**src/rtl/axi4_lite_pkg.sv**
```systemverilog
// Shared definitions for the AXI4-Lite master engine.
// Holds the FSM state encoding, the AXI response codes and the default timeout.
package axi4_lite_pkg;

  typedef enum logic [2:0] {
    IDLE         = 3'd0,
    WR_ADDR_DATA = 3'd1,
    WR_RESP      = 3'd2,
    RD_ADDR      = 3'd3,
    RD_DATA      = 3'd4,
    RESP         = 3'd5
  } state_t;

  localparam logic [1:0] RESP_OKAY   = 2'b00;
  localparam logic [1:0] RESP_SLVERR = 2'b10;

  localparam int TIMEOUT_DEFAULT = 256;

  // States in which the engine waits on the slave; only these are timed.
  function automatic logic is_wait_state(input state_t s);
    return (s == WR_ADDR_DATA) || (s == WR_RESP) || (s == RD_ADDR) || (s == RD_DATA);
  endfunction

endpackage

```
**src/rtl/axi4_lite_timeout_ctr.sv**
```systemverilog
// Per-phase wait counter: cleared on every state entry, counts while enabled,
// flags expiry on the cycle it reaches TIMEOUT-1. TIMEOUT of 0 never expires.
module axi4_lite_timeout_ctr #(
  parameter int TIMEOUT = 256
) (
  input  logic aclk,
  input  logic aresetn,
  input  logic clear,
  input  logic enable,
  output logic expired
);

  localparam int            CW   = (TIMEOUT > 1) ? $clog2(TIMEOUT) : 1;
  localparam logic [CW-1:0] LAST = CW'((TIMEOUT > 0) ? TIMEOUT - 1 : 0);

  logic [CW-1:0] cnt_q;

  always_ff @(posedge aclk or negedge aresetn) begin
    if (!aresetn) begin
      cnt_q <= '0;
    end else if (clear) begin
      cnt_q <= '0;
    end else if (enable) begin
      cnt_q <= cnt_q + CW'(1);
    end
  end

  assign expired = (TIMEOUT != 0) && enable && (cnt_q == LAST);

endmodule

```
**src/rtl/axi4_lite_master_engine.sv**
```systemverilog
// Single-outstanding AXI4-Lite master: turns one command into one AW/W/B or AR/R
// transaction and reports a one-cycle response, with a per-phase timeout.
module axi4_lite_master_engine
  import axi4_lite_pkg::*;
#(
  parameter int         ADDR_WIDTH = 32,
  parameter int         DATA_WIDTH = 32,
  parameter logic [2:0] PROT       = 3'b000,
  parameter int         TIMEOUT    = TIMEOUT_DEFAULT
) (
  input  logic                      aclk,
  input  logic                      aresetn,
  input  logic                      cmd_valid,
  output logic                      cmd_ready,
  input  logic                      cmd_write,
  input  logic [ADDR_WIDTH-1:0]     cmd_addr,
  input  logic [DATA_WIDTH-1:0]     cmd_wdata,
  input  logic [DATA_WIDTH/8-1:0]   cmd_wstrb,
  output logic                      rsp_valid,
  output logic [DATA_WIDTH-1:0]     rsp_rdata,
  output logic [1:0]                rsp_resp,
  output logic [ADDR_WIDTH-1:0]     awaddr,
  output logic [2:0]                awprot,
  output logic                      awvalid,
  input  logic                      awready,
  output logic [DATA_WIDTH-1:0]     wdata,
  output logic [DATA_WIDTH/8-1:0]   wstrb,
  output logic                      wvalid,
  input  logic                      wready,
  input  logic [1:0]                bresp,
  input  logic                      bvalid,
  output logic                      bready,
  output logic [ADDR_WIDTH-1:0]     araddr,
  output logic [2:0]                arprot,
  output logic                      arvalid,
  input  logic                      arready,
  input  logic [DATA_WIDTH-1:0]     rdata,
  input  logic [1:0]                rresp,
  input  logic                      rvalid,
  output logic                      rready
);

  localparam int STRB_WIDTH = DATA_WIDTH / 8;

  state_t                  state_q;
  logic                    cmd_ready_q;
  logic                    write_q;
  logic [ADDR_WIDTH-1:0]   addr_q;
  logic [DATA_WIDTH-1:0]   wdata_q;
  logic [STRB_WIDTH-1:0]   wstrb_q;
  logic                    awvalid_q;
  logic                    wvalid_q;
  logic                    aw_done_q;
  logic                    w_done_q;
  logic                    bready_q;
  logic                    arvalid_q;
  logic                    rready_q;
  logic                    rsp_valid_q;
  logic [DATA_WIDTH-1:0]   rdata_q;
  logic [1:0]              rsp_resp_q;

  logic aw_fin;
  logic w_fin;
  logic leave;
  logic ctr_en;
  logic ctr_clr;
  logic expired;

  // A channel counts as finished once its handshake happened earlier or happens now.
  assign aw_fin = aw_done_q || (awvalid_q && awready);
  assign w_fin  = w_done_q  || (wvalid_q  && wready);

  always_comb begin
    leave = 1'b0;
    case (state_q)
      WR_ADDR_DATA: leave = aw_fin && w_fin;
      WR_RESP:      leave = bvalid;
      RD_ADDR:      leave = arready;
      RD_DATA:      leave = rvalid;
      default:      leave = 1'b0;
    endcase
  end

  // Holding the counter clear outside wait states and on every handshake exit
  // means it always starts from zero when a new phase is entered.
  assign ctr_en  = is_wait_state(state_q);
  assign ctr_clr = !ctr_en || leave;

  axi4_lite_timeout_ctr #(
    .TIMEOUT (TIMEOUT)
  ) u_timeout (
    .aclk    (aclk),
    .aresetn (aresetn),
    .clear   (ctr_clr),
    .enable  (ctr_en),
    .expired (expired)
  );

  always_ff @(posedge aclk or negedge aresetn) begin
    if (!aresetn) begin
      state_q     <= IDLE;
      cmd_ready_q <= 1'b0;
      write_q     <= 1'b0;
      addr_q      <= '0;
      wdata_q     <= '0;
      wstrb_q     <= '0;
      awvalid_q   <= 1'b0;
      wvalid_q    <= 1'b0;
      aw_done_q   <= 1'b0;
      w_done_q    <= 1'b0;
      bready_q    <= 1'b0;
      arvalid_q   <= 1'b0;
      rready_q    <= 1'b0;
      rsp_valid_q <= 1'b0;
      rdata_q     <= '0;
      rsp_resp_q  <= RESP_OKAY;
    end else begin
      case (state_q)
        IDLE: begin
          cmd_ready_q <= 1'b1;
          if (cmd_valid && cmd_ready_q) begin
            cmd_ready_q <= 1'b0;
            write_q     <= cmd_write;
            addr_q      <= cmd_addr;
            wdata_q     <= cmd_wdata;
            wstrb_q     <= cmd_wstrb;
            if (cmd_write) begin
              state_q   <= WR_ADDR_DATA;
              awvalid_q <= 1'b1;
              wvalid_q  <= 1'b1;
              aw_done_q <= 1'b0;
              w_done_q  <= 1'b0;
            end else begin
              state_q   <= RD_ADDR;
              arvalid_q <= 1'b1;
            end
          end
        end

        WR_ADDR_DATA: begin
          if (awvalid_q && awready) begin
            awvalid_q <= 1'b0;
            aw_done_q <= 1'b1;
          end
          if (wvalid_q && wready) begin
            wvalid_q <= 1'b0;
            w_done_q <= 1'b1;
          end
          if (aw_fin && w_fin) begin
            state_q  <= WR_RESP;
            bready_q <= 1'b1;
          end else if (expired) begin
            state_q     <= RESP;
            awvalid_q   <= 1'b0;
            wvalid_q    <= 1'b0;
            rsp_valid_q <= 1'b1;
            rsp_resp_q  <= RESP_SLVERR;
            rdata_q     <= '0;
          end
        end

        WR_RESP: begin
          if (bvalid) begin
            state_q     <= RESP;
            bready_q    <= 1'b0;
            rsp_valid_q <= 1'b1;
            rsp_resp_q  <= bresp;
            rdata_q     <= '0;
          end else if (expired) begin
            state_q     <= RESP;
            bready_q    <= 1'b0;
            rsp_valid_q <= 1'b1;
            rsp_resp_q  <= RESP_SLVERR;
            rdata_q     <= '0;
          end
        end

        RD_ADDR: begin
          if (arready) begin
            state_q   <= RD_DATA;
            arvalid_q <= 1'b0;
            rready_q  <= 1'b1;
          end else if (expired) begin
            state_q     <= RESP;
            arvalid_q   <= 1'b0;
            rsp_valid_q <= 1'b1;
            rsp_resp_q  <= RESP_SLVERR;
            rdata_q     <= '0;
          end
        end

        RD_DATA: begin
          if (rvalid) begin
            state_q     <= RESP;
            rready_q    <= 1'b0;
            rsp_valid_q <= 1'b1;
            rsp_resp_q  <= rresp;
            rdata_q     <= rdata;
          end else if (expired) begin
            state_q     <= RESP;
            rready_q    <= 1'b0;
            rsp_valid_q <= 1'b1;
            rsp_resp_q  <= RESP_SLVERR;
            rdata_q     <= '0;
          end
        end

        RESP: begin
          state_q     <= IDLE;
          rsp_valid_q <= 1'b0;
          cmd_ready_q <= 1'b1;
        end

        default: begin
          state_q <= IDLE;
        end
      endcase
    end
  end

  assign cmd_ready = cmd_ready_q;
  assign awaddr    = addr_q;
  assign awprot    = PROT;
  assign awvalid   = awvalid_q;
  assign wdata     = wdata_q;
  assign wstrb     = wstrb_q;
  assign wvalid    = wvalid_q;
  assign bready    = bready_q;
  assign araddr    = addr_q;
  assign arprot    = PROT;
  assign arvalid   = arvalid_q;
  assign rready    = rready_q;
  assign rsp_valid = rsp_valid_q;
  assign rsp_rdata = write_q ? '0 : rdata_q;
  assign rsp_resp  = rsp_resp_q;

endmodule

```
**config.mk**
```make
export PLATFORM = sky130hd
export DESIGN_NAME = axi4_lite_master_engine
export DESIGN_NICKNAME = d
export VERILOG_FILES = /design/src/rtl/axi4_lite_pkg.sv /design/src/rtl/axi4_lite_timeout_ctr.sv /design/src/rtl/axi4_lite_master_engine.sv
export SDC_FILE = /design/constraint.sdc
export NUM_CORES = 1
export LEC_CHECK = 0
export ABC_AREA = 1
export CELL_PAD_IN_SITES_DETAIL_PLACEMENT = 0
export CELL_PAD_IN_SITES_GLOBAL_PLACEMENT = 1
export CORE_MARGIN = 1
export CORE_UTILIZATION = 31
export DETAILED_ROUTE_END_ITERATION = 8
export PLACE_DENSITY = 0.89
export SYNTH_ARGS = -nofsm -noshare
export SYNTH_HDL_FRONTEND = slang
export SYNTH_SLANG_ARGS = --single-unit
```
**constraint.sdc**
```tcl
create_clock -name aclk -period 2.7 [get_ports aclk]
set_clock_uncertainty 0.05 [all_clocks]
set_input_delay 0.405 -clock aclk [delete_from_list [all_inputs] [get_ports aclk]]
set_output_delay 0.405 -clock aclk [all_outputs]
set_load 0.03 [all_outputs]
```
==> After elaboration in Yosys (flattened, before gate mapping) <==
Index checks and enable logic that the tools add are counted.
{ "op_classes": {"n_addsub": 1, "n_eq_ne": 18, "muxes": 59, "reduce_logical": 30} }
{ "op_table": {"columns": ["op", "n"], "rows": [
  ["$mux W32", 6],
  ["$pmux W32 S4", 1],
  ["$mux W1", 26],
  ["$mux W3", 6],
  ["$mux W8", 2],
  ["$ne A2 B2 Y1 const B", 8],
  ["$pmux W1 S2", 8],
  ["$pmux W3 S5", 1],
  ["$reduce_and A3 Y1", 5],
  ["$mux W2", 6],
  ["$reduce_and A4 Y1", 3],
  ["$reduce_bool A2 Y1", 6],
  ["$ne A3 B3 Y1 const B", 3],
  ["$add A8 B1 Y8 const B", 1],
  ["$eq A8 B8 Y1 const B", 1],
  ["$pmux W2 S4", 1],
  ["$eq A3 B2 Y1 const B", 2],
  ["$eq A3 B3 Y1 const B", 2],
  ["$logic_or A1 B1 Y1", 6],
  ["$logic_and A1 B1 Y1", 5],
  ["$pmux W1 S5", 1],
  ["$reduce_bool A5 Y1", 1],
  ["$pmux W1 S4", 1],
  ["$reduce_bool A4 Y1", 1],
  ["other kinds (5)", 5]
]} }
{ "totals": {"ff_bits": 123, "inputBits": 113, "out_inout_bits": 147, "wordCells": 125} }

==> Depth between registers and ports, before layout <==
{ "depth": {"word_depth": 8, "depth_mapped": 10, "mapped_depth_nobuf": 10} }

==> Modules after synthesis <==
A second synthesis with hierarchy kept.
{ "unflattened": {"hier_cells": 1029, "hier_area_um2": 6980.4} }
{ "modules_own_cells": {"columns": ["mod", "instances", "cells_each", "area_per_inst_um2", "seq_area_each_um2"], "rows": [
  ["axi4_lite_master_engine", 1, 968, 6538.8, 2877.8],
  ["axi4_lite_timeout_ctr", 1, 61, 441.7, 200.2]
]} }

==> Worst setup path after synthesis <==
OpenSTA, ideal clock, no wires.
{ "synth_timing": {"path_kind": "register to output", "from": "reg write_q", "to": "out rsp_rdata[10]", "t_arrival_ns": 1.110, "required_ns": 2.245, "slack_ns": 1.135, "stages_incl_launch_ff": 4, "path_cell_list": "dfrtp_1 -> clkbuf_1 -> clkbuf_1 -> nor2_1"} }
{ "synth_via": {"elab_chain_cells": 1} }
{ "synth_lines": {"columns": ["element", "line_no", "text"], "rows": [
  ["start: declaration", "axi4_lite_master_engine.sv:47", "logic write_q;"],
  ["start signal: assignment", "axi4_lite_master_engine.sv:123", "write_q <= cmd_write;"],
  ["$mux W32", "axi4_lite_master_engine.sv:234", "assign rsp_rdata = write_q ? '0 : rdata_q;"],
  ["end: declaration", "axi4_lite_master_engine.sv:20", "output logic [DATA_WIDTH-1:0] rsp_rdata,"]
]} }
No other way between the ends.

==> Final worst setup path <==
{ "layout_timing": {"from": "reg write_q", "to": "out rsp_rdata[23]"} }
The elaborated chain is that of the path after synthesis.

==> impl_metrics.yaml <==
outcome:
  status: "complete, no violations"
finish:
  num-fill-cells: 1699
  mostFrequentLayoutCell: "nand2_1"
  fin_nets: 1039
  n_antenna_cell: 0
  final_layout_size_suffix_gt1_share_pct: 5.98
  final_cell_mix: "nand2_1 (318), clkdlybuf4s50_1 (252), dfrtp_1 (123), inv_1 (53), nor2_1 (51)"
  syn2layout_area_growth_pct: 55.2
  final_util_pct: 50.0
floorplanning:
  die_h_um: 137
  die_w_um: 137
  start_util_pct: 32.2
  ios: 260
  rows: 48
  fp.dieArea_sq_um: 18800
  core-area_sq_um: 17500
route:
  avgViaCountPerCell: 4.33
  drtPass1Iterations: 6
  drc: 0
  ant_nets: 0
  vias: 5036
  wl_um: 15600
  drtIter0Drc: 231
  routedWlPerCell_um: 13.4
setup_path:
  cp.arrival_ns: 1.89
  worst-r2r-cell-count: 8
  worstSetupEndpoint: "rsp_rdata[23]"
  crit_required_ns: 2.25
  rr_endpoint: "rdata_q[20]"
  cp-end-kind: "output pin"
  reg2reg_slack_ns: 0.76
  r2r_start: "state_q[0]"
  cp_max_fo: 32
  start_kind: "flop"
  cp-startpoint: "write_q"
  crit_type: "reg -> out"
sta:
  slew_violations: 0
  hold_viol_final: 0
  final.min_clock_period_ns: 2.34
  finalSetupViolCount: 0
  rsz0062_at_grt: "false"
  finalSetupTns_ns: 0
  fmax_mhz: 427
  finalCritPeriodShare_pct: 86.8
  slew_headroom_pct: 56.4
  worstMarginPinSlew_ns: 0.654
  hold_slack_ns: 0.0580
grt:
  gr-usage-met1_pct: 21.6
  grt_max_degree: 124
  gr-total-overflow: 0
  use_met3_pct: 6.15
  grtUsageMet2_pct: 25.8
  busiest_layer: "met2"
  antenna_found_initial: 0
  grt_pass1_wl_um: 23900
  grtUsageTotal_pct: 16.8
  grt_pass1_vias: 4642
run:
  drv_cap: 0
power_and_ir_drop:
  clock_power_share_pct: 21.0
  vdd.ir_drop.worst_mv: 0.641
  p_int_mw: 6.82
  switchingPower_mw: 5.16
  p_seq_share_pct: 27.2
  pwr_density_cell_nw_per_um2: 1370
  combPwrFrac_pct: 51.8
  leakage_nw: 4.31
  swShare_pct: 43.1
placed_design:
  io_buffers: 253
  gp_congestion: 0.759
  dp_hpwl_um: 10900
clocking:
  worstSkewPairLatency_ns: 0.41
  htree_levels: 4
  cts_hold_buffers: 0
  cts_tree: "built"
  clk_pin_slew_ns: 0.05
  postCtsResizedCells: 0
  cts.sinks: 123
  clk_path_buf_depth: 2
  clockRootBuffer: "clkbuf_16"
  postCtsSetupRepairBufs: 0
  cts_buffers: 17
yosys:
  yosys.area_share.simple_pct: 31.4
  syn_area_sq_um: 5650
  synth_fa_ha_area_share_pct: 0.222
  synth_xor_area_share_pct: 0.310
  synth_cells: 706
  ys_ff_latch: 123
  synth_compound_area_share_pct: 1.77
  ys_types: 28
  ys_seq_area_share_pct: 54.5
  syn_area_per_cell_sq_um: 8.00
  synth_top_family_by_area: "simple AND/OR/NAND/NOR gates"
  synth.mux.area_fraction_pct: 0
  yosysWarningCount: 0
worst_hold_path:
  hold_class: "in -> async"
worst max-delay path, cell delays in order (launching register included):
cell and delay (ns):
dfrtp_1 0.38, buf_4 0.24, nor2_1 0.16, clkdlybuf4s50_1 0.68
cell type report:
type	count	area, sq um	share of cell area [%]
flip-flops and latches	123	3080	35.1
multi-input cells	462	1920	21.9
inverters	60	225	2.57
clock inverters	7	160	1.83
well taps	225	282	3.21
repair buffers	261	2600	29.7
clock buffers	24	492	5.61
stage by stage:
step	cell area, sq um	setup slack, ns	total power, mW	instances
2_1_floorplan	5670	1.14	7.23	711
3_5_place_dp	8110	0.596	9.55	1131
6_report	8760	0.357	12.0	1162
4_1_cts	8760	0.323	12.1	1162
5_1_grt	8760	0.249	12.8	1162
3_3_place_gp	8110	0.633	9.49	1131
sequential cells by signal, summed over array words and instances, names as in the netlist:
register / cells
araddr: 32
arvalid: 1
aw_done_q: 1
awvalid: 1
bready: 1
cmd_ready: 1
rdata_q: 32
rready: 1
rsp_resp: 2
rsp_valid: 1
state_q: 3
u_timeout.cnt_q: 8
w_done_q: 1
wdata: 32
write_q: 1
wstrb: 4
wvalid: 1
per-layer routing:
layer  up-vias  wire length (um)
met5         -                 0
met4         0               202
met3        15              1350
met2       185              7170
met1      2306              6840
li1       2530                 -
synthesized netlist by cell type:
| library cell | count | area (sq um) |
|---|---|---|
| nand2_1 | 318 | 1190 |
| dfrtp_1 | 123 | 3080 |
| inv_1 | 53 | 199 |
| nor2_1 | 51 | 191 |
| nand3_1 | 45 | 225 |
| buf_4 | 41 | 308 |
| buf_2 | 12 | 60.1 |
| clkbuf_1 | 10 | 37.5 |
| a21oi_1 | 8 | 40.0 |
| inv_2 | 7 | 26.3 |
| o21ai_0 | 7 | 35.0 |
| nand2_2 | 6 | 37.5 |
| nor3b_1 | 4 | 30.0 |
| buf_6 | 3 | 33.8 |
| nand3_2 | 2 | 20.0 |
| nand3b_1 | 2 | 15.0 |
| nor2_4 | 2 | 22.5 |
| o22ai_1 | 2 | 12.5 |
| conb_1 | 1 | 3.75 |
| ha_1 | 1 | 12.5 |
| nand3_4 | 1 | 17.5 |
| nand4_1 | 1 | 6.26 |
| nor2_2 | 1 | 6.26 |
| nor3_1 | 1 | 5.00 |
| o211ai_1 | 1 | 7.51 |
| o21ai_1 | 1 | 5.00 |
| xnor2_1 | 1 | 8.76 |
| xor2_1 | 1 | 8.76 |
worst min-delay path by stage:
stage	endpoint	slack, ns	cells past startpoint
2_1_floorplan	araddr[0]	0.06	0
3_3_place_gp	u_timeout.cnt_q[0]	0.40	1
3_5_place_dp	wdata[16]	0.41	2
4_1_cts	rdata_q[28]	0.08	2
5_1_grt	rdata_q[28]	0.10	2
6_report	rdata_q[21]	0.06	2
power by group through the flow:
stage / Clock (mW) / Sequential (mW) / Combinational (mW)
2_1_floorplan: 0 / 4.24 / 3.00
3_3_place_gp: 0 / 3.27 / 6.22
3_5_place_dp: 0 / 3.28 / 6.27
4_1_cts: 2.58 / 3.27 / 6.28
5_1_grt: 2.66 / 3.37 / 6.72
6_report: 2.52 / 3.26 / 6.21
cell families (layout without fill, tap and decap cells):
kind of cell,after synthesis,in the layout
compound gates,19,19
xor+xnor,2,2
fa+ha+maj,1,1
buf+inv,126,352
flops,123,123
other cells,1,6
simple gates,434,434
Note: power is estimated with default switching activity, not from simulation.
